[src/rtl/hpd_decim.sv]
// db2 high-pass analysis FIR with decimation by 2; emits one detail coefficient
// for every two accepted 16-bit ECG samples through a two-stage pipeline.
module hpd_decim #(
  parameter logic signed [15:0] C0 = -16'sd7913,
  parameter logic signed [15:0] C1 = 16'sd13705,
  parameter logic signed [15:0] C2 = -16'sd3672,
  parameter logic signed [15:0] C3 = -16'sd2120
) (
  input  logic               clk,
  input  logic               reset,
  input  logic               clk_enable,
  input  logic signed [15:0] in,
  input  logic               in_valid,
  output logic signed [15:0] out,
  output logic               out_valid
);

  logic signed [15:0] x0, x1, x2, x3;
  logic               phase;
  logic               v1;
  logic signed [31:0] p0, p1, p2, p3;
  logic               pv;
  logic signed [33:0] sum;
  logic signed [33:0] rnd;
  logic signed [15:0] sat;
  logic               accept;

  assign accept = clk_enable & in_valid;

  // Delay line, decimation phase and launch strobe
  always_ff @(posedge clk or negedge reset) begin
    if (!reset) begin
      x0    <= '0;
      x1    <= '0;
      x2    <= '0;
      x3    <= '0;
      phase <= 1'b0;
      v1    <= 1'b0;
    end else if (clk_enable) begin
      v1 <= in_valid & phase;
      if (accept) begin
        x3    <= x2;
        x2    <= x1;
        x1    <= x0;
        x0    <= in;
        phase <= ~phase;
      end
    end
  end

  // Stage 1: tap products
  always_ff @(posedge clk or negedge reset) begin
    if (!reset) begin
      p0 <= '0;
      p1 <= '0;
      p2 <= '0;
      p3 <= '0;
      pv <= 1'b0;
    end else if (clk_enable) begin
      p0 <= 32'(C0) * 32'(x0);
      p1 <= 32'(C1) * 32'(x1);
      p2 <= 32'(C2) * 32'(x2);
      p3 <= 32'(C3) * 32'(x3);
      pv <= v1;
    end
  end

  // Stage 2 datapath: sum, round half up, saturate to 16 bits
  always_comb begin
    sum = {{2{p0[31]}}, p0} + {{2{p1[31]}}, p1}
        + {{2{p2[31]}}, p2} + {{2{p3[31]}}, p3};
    rnd = (sum + 34'sd8192) >>> 14;
    sat = rnd[15:0];
    if (rnd > 34'sd32767)
      sat = 16'sh7fff;
    else if (rnd < -34'sd32768)
      sat = 16'sh8000;
  end

  always_ff @(posedge clk or negedge reset) begin
    if (!reset) begin
      out       <= '0;
      out_valid <= 1'b0;
    end else if (clk_enable) begin
      out_valid <= pv;
      if (pv)
        out <= sat;
    end
  end

endmodule
[config.mk]
export PLATFORM = sky130hd
export DESIGN_NAME = hpd_decim
export DESIGN_NICKNAME = d
export VERILOG_FILES = /design/src/rtl/hpd_decim.sv
export SDC_FILE = /design/constraint.sdc
export NUM_CORES = 1
export LEC_CHECK = 0
export BUFFER_PORTS_ARGS = -buffer_cell sky130_fd_sc_hd__buf_4
export CAP_MARGIN = 20
export CORE_MARGIN = 2
export CORE_UTILIZATION = 49
export CTS_CLUSTER_SIZE = 8
export DETAILED_ROUTE_END_ITERATION = 16
export PLACE_DENSITY = 0.76
export SLEW_MARGIN = 40
export SYNTH_ARGS = -nofsm -noshare
export SYNTH_HDL_FRONTEND = slang
export SYNTH_SLANG_ARGS = --single-unit
[constraint.sdc]
create_clock -name clk -period 7 [get_ports clk]
set_input_delay 0.7 -clock clk [delete_from_list [all_inputs] [get_ports clk]]
set_output_delay 0.7 -clock clk [all_outputs]
set_load 0.02 [all_outputs]
==> metrics.txt, run 1 <==
via count 17400; Area contributors post-synth ha_1, fa_1, dfrtp_1; worst r2r src p0[3]; worst clock skew 15.7 ps; R2R Path End out[0]; GPL Wtd Cong 0.881; CP endpoint kind register; # resized after CTS 0; post-synth top area cell ha_1; layout cell share with drive strength beyond 1 8.35%; Post-synth EDFFs 0; die area 0.0553 mm²; Core Box Area 0.0527 mm²; status finished clean; CP Data Arrival Time 6950 ps; WP data required 7350 ps; unrepaired setup endpoints after global routing no; worst reg2reg setup slack 400 ps; clk slew on worst S/H paths 80 ps; syn_area_per_cell 10.3 µm²; final net count 3410; largest net degree at the start of global routing 80; CTS Sinks 197; Setup TNS 0 ps; Seq cells post-synth 197; Startpoint Class register; Final Hold Fails 0; fin crit period 6600 ps; Antenna Cells 0; # port buffers 36; first-pass GRT wire length 92600 µm; CTS tree yes; drt total wl 54300 µm; MaxCap Viol Count 0; vias in the first global route 18900; Worst Setup Path Type reg2reg; Die W 235 µm; crit-path max FO 15; worst setup path startpoint p0[3]; final period utilization 94.3%; commonest non-fill, non-tap cell in the layout inv_1; Num CTS Buffers 17; CTS H-tree depth 4; ys flop type dfrtp_1; gr ovfl total 0; CTS Buffer Depth 2; Starting Density 49.7%; headroom to the max-slew limit 46.6%; Mapped Cells 2554; DRC errors left 0; area share of the largest cell type after synthesis 25.0%; final setup fails 0; dpl hpwl 45800 µm; synth unique cells 76; # hold bufs at CTS 0; Worst Max-Slew Pin Slew 799 ps; insertion delay to the later sink of the worst-skew pair 470 ps; # rows 84; worst min path class in2async; Antenna Nets Post-Route 0; Root Driver clkbuf_16; # IOs 37; post-CTS setup buffer count 0; r2r worst-path depth 27; Total Routing Usage GR 20.5%; Area Growth Syn to Fin 6.30%; Starting DRT DRC Count 804; Seq/Total Area, Yosys 18.8%; asr flop ratio synth 100%; Post-Syn Nets 3390; most frequent cells in the layout inv_1, ha_1, fa_1; synth warn 0; routed len/inst 16.6 µm; DIE HEIGHT 235 µm; TritonRoute pass-1 iters 5; antenna violations before repair 1; FMAX 0.151 GHz; Max Transition Viols Final 0; vias per cell 5.32; Post-Syn Area 0.0262 mm²
-- flip-flops by register name, summed over array words and instances (netlist names) --
register / flops
out_valid: 1
x2: 16
p2: 26
v1: 1
phase: 1
out: 16
p3: 26
p1: 31
x1: 16
x3: 16
x0: 16
p0: 30
pv: 1
-- synth_stat cells (all sizes together) (5+ instances only) --
library cell	count
o21bai	12
a21boi	6
xor2	43
nand2	103
o21a	13
nor3	18
o41ai	5
xnor2	99
or3	7
o21ai	103
clkbuf	35
and3	11
a211o	8
and2	7
a221o	17
mux2i	6
inv	562
a21oi	101
a211oi	11
nor2	60
nor2b	10
mux2	105
a31oi	10
or2	6
buf	6
nand2b	14
dfrtp	197
o31ai	10
a21o	71
fa	293
nand3	29
ha	523
nand4	8
-- critical path, cell delays in order (launching register included) --
cell	delay (ps)
dfrtp_1	340
inv_1	70
fa_1	540
inv_1	40
ha_1	320
a21o_2	220
a21oi_2	240
o21ai_2	140
o31a_1	300
a21oi_1	300
nor2b_1	110
o21a_1	210
o21a_1	200
nor2_1	120
xnor2_1	150
ha_1	270
ha_1	240
a211o_1	250
a311oi_1	340
o41ai_1	110
nand2_1	180
a31oi_4	130
o21ai_4	210
a31oi_4	150
a311oi_2	320
mux2i_2	380
o21ai_2	250
a221o_1	350
-- cell type report --
cell class	count	area [µm²]
Clock inverter	15	181
Clock buffer	17	425
Fill cell	4551	24800
Multi-Input combinational cell	1754	19000
Sequential cell	197	4930
Inverter	562	2110
Tap cell	688	861
Timing Repair Buffer	42	349
-- cell families after synthesis --
kind of cell / synth area share, %
AOI/OAI and AO/OA: 10.6
muxes: 4.76
and+or+nand+nor: 5.02
adders and majority gates: 47.4
DFF: 18.8
buffers and inverters: 8.73
xor gates and xnor gates: 4.75
-- layer usage --
metal	share of wire [%]	wire [µm]	vias up	global-route usage [%]
met5	0	0	-	0
met2	49	26800	246	35.7
met3	2.8	1540	71	2.59
met1	46	24800	8659	26.8
li1	-	-	8445	-
met4	2.1	1170	0	5.47
-- worst max path at each step --
| stage | endpoint | slack (ps) | depth (start not counted) |
|---|---|---|---|
| 2_1_floorplan | out[10] | 1080 | 27 |
| 3_3_place_gp | out[1] | 620 | 26 |
| 3_5_place_dp | out[9] | 480 | 27 |
| 4_1_cts | out[0] | 440 | 27 |
| 5_1_grt | out[14] | 10 | 23 |
| 6_report | out[0] | 400 | 27 |
-- metrics by stage --
step | hold WS (ps) | std cells | setup WS [ps] | instance area, µm² | util [%]
3_5_place_dp | 466 | 3243 | 483 | 27200 | 51.7
4_1_cts | 196 | 3275 | 442 | 27800 | 52.9
2_1_floorplan | 404 | 2554 | 1080 | 26200 | -
5_1_grt | 212 | 3275 | 10.0 | 27800 | 52.9
6_report | 188 | 3275 | 399 | 27800 | 52.9
3_3_place_gp | 460 | 3242 | 623 | 27200 | 51.7
Power of run 1 is not shown: default switching activity piles up to over one toggle a cycle in this logic, so the estimate is an artifact.
==> run 2: changes to the inputs <==
--- a/config.mk
+++ b/config.mk
@@ -11,6 +11,7 @@
 export CORE_UTILIZATION = 49
 export CTS_CLUSTER_SIZE = 8
 export DETAILED_ROUTE_END_ITERATION = 16
+export MAX_ROUTING_LAYER = met4
 export PLACE_DENSITY = 0.76
 export SLEW_MARGIN = 40
 export SYNTH_ARGS = -nofsm -noshare
==> run 2 against run 1 <==
- wire length about the same
- sequential share of layout area about the same
- largest cell class unchanged
- core utilization about the same
- non-clock buffer count up 1
- maximum frequency down 0.55%
==> metrics.txt, run 2 (synthesis results as in run 1) <==
status finished clean; vias per cell 5.32 (about the same); most frequent cells in the layout inv_1, ha_1, fa_1; Num CTS Buffers 17 (unchanged); fin crit period 6640 ps (+36.7 ps); FMAX 0.151 GHz (-0.55%); Worst path top cell family by delay compound AO/OA/AOI/OAI gates; layout cell share with drive strength beyond 1 8.35% (about the same); Root Driver clkbuf_16; # hold bufs at CTS 0 (unchanged); routed len/inst 16.6 µm (about the same); DRC errors left 0 (unchanged); Worst Max-Slew Pin Slew 785 ps (-14.2 ps); CP endpoint kind register; CTS tree yes; Buffers & Inverters on Critical Path 3 (+1); Starting DRT DRC Count 711 (-12%); Crit path top cell by count ha_1; worst min path class in2async; first-pass GRT wire length 92600 µm (about the same); antenna violations before repair 0 (-1); crit-path max FO 15 (unchanged); dpl hpwl 45800 µm (about the same); Area Growth Syn to Fin 6.39% (about the same); CP Data Arrival Time 6990 ps (+40 ps); largest net degree at the start of global routing 100 (+25%); # rows 84 (unchanged); via count 17400 (-0.052%); DR top layer met4; Startpoint Class register; CTS Sinks 197 (unchanged); CTS Buffer Depth 2 (unchanged); met3 wire length 1520 µm (-1.6%); TritonRoute pass-1 iters 5 (unchanged); worst reg2reg setup slack 360 ps (-40 ps); M1 WL 24800 µm (about the same); Setup TNS 0 ps (unchanged); Max Transition Viols Final 0 (unchanged); drt total wl 54300 µm (about the same); Antenna Nets Post-Route 0 (unchanged); CTS H-tree depth 4 (unchanged); GPL Wtd Cong 0.890 (+1.0%); commonest non-fill, non-tap cell in the layout inv_1; gr ovfl total 0 (unchanged); final net count 3411 (+0.029%); insertion delay to the later sink of the worst-skew pair 470 ps (about the same); DIE HEIGHT 235 µm (unchanged); max reg flops 31 (unchanged); Place WS 400 ps (-83.6 ps); headroom to the max-slew limit 47.6% (+1.0 points); wire length on met2 27000 µm (+0.85%); top flop regs p1 x31, p0 x30; Final WS setup 362 ps (-36.7 ps); # port buffers 36 (unchanged); slowest stage delay, CP 530 ps (about the same); # IOs 37 (unchanged); final setup fails 0 (unchanged); WP data required 7350 ps (about the same); Die W 235 µm (unchanged); Filler Cells Inserted 4560 (+0.20%); vias in the first global route 18600 (-1.8%); worst clock skew 10.2 ps (-5.58 ps); MaxCap Viol Count 0 (unchanged); Slowest-stage cell, CP fa_1; Final Hold Fails 0 (unchanged); final period utilization 94.8% (+0.52 points); Antenna Cells 0 (unchanged); die area 0.0553 mm² (unchanged); Reg with most FFs p1; clk slew on worst S/H paths 80 ps (about the same); Total Routing Usage GR 21.1% (+0.68 points); Starting Density 49.7% (unchanged); Worst Setup Path Type reg2reg; Core Box Area 0.0527 mm² (unchanged)
run 2: cell types whose count changed in the layout (fill, tap and decap cells not counted), sizes merged:
cell / change
clkinvlp: -2
clkinv: -1
buf: +1
clkbuf: +1
bufinv: +1
inv: +1
run 2: timing repair:
action,4_1_cts,5_1_grt
gates resized for setup,0,1
setup buffers,0,1
setup endpoints to repair,0,15
run 2: worst paths after layout:
| path | from | cells past startpoint | end |
|---|---|---|---|
| setup / recovery | p0[3] | 28 | out[4] |
| min in group clk | in[8] | 2 | x0[8] |
| hold / removal | reset | 1 | x0[1] |
| setup reg to reg | p0[3] | 28 | out[4] |
| hold reg to reg | phase | 1 | phase |
| max in group asynchronous | reset | 2 | x3[15] |
run 2: area by class of cell:
class / instances / area [µm²] / area share, %
Clock inverter: 14 / 186 / 0.669
Tap cell: 688 / 861 / 3.09
Clock buffer: 18 / 429 / 1.54
Multi-Input combinational cell: 1754 / 19000 / 68.2
Timing Repair Buffer: 43 / 357 / 1.28
Inverter: 562 / 2110 / 7.57
Sequential cell: 197 / 4930 / 17.7
run 2: routing by layer:
layer,up-vias,GRT usage (%)
li1,8454,-
met1,8646,27.4
met2,247,36.0
met3,65,2.22
met4,0,4.54
met5,-,-
run 2: worst register-to-register path, delay by kind of cell (launching register included):
family	cells	cell delay, ps
buffers and inverters	3	280
muxes	1	370
adders and majority gates	4	1490
xor gates and xnor gates	1	140
AOI/OAI and AO/OA	15	3300
DFF	1	330
and+or+nand+nor	4	590
run 2: through the flow:
step	cell area, µm²	instances	hold slack (ps)	utilization (%)
finish	27900	3276	210	52.9
detailed placement	27200	3243	463	51.7
CTS	27800	3275	226	52.9
floorplan	26200	2554	404	-
global route	27900	3276	242	52.9
global placement	27200	3242	462	51.7
Power of run 2 is left out for the same reason.
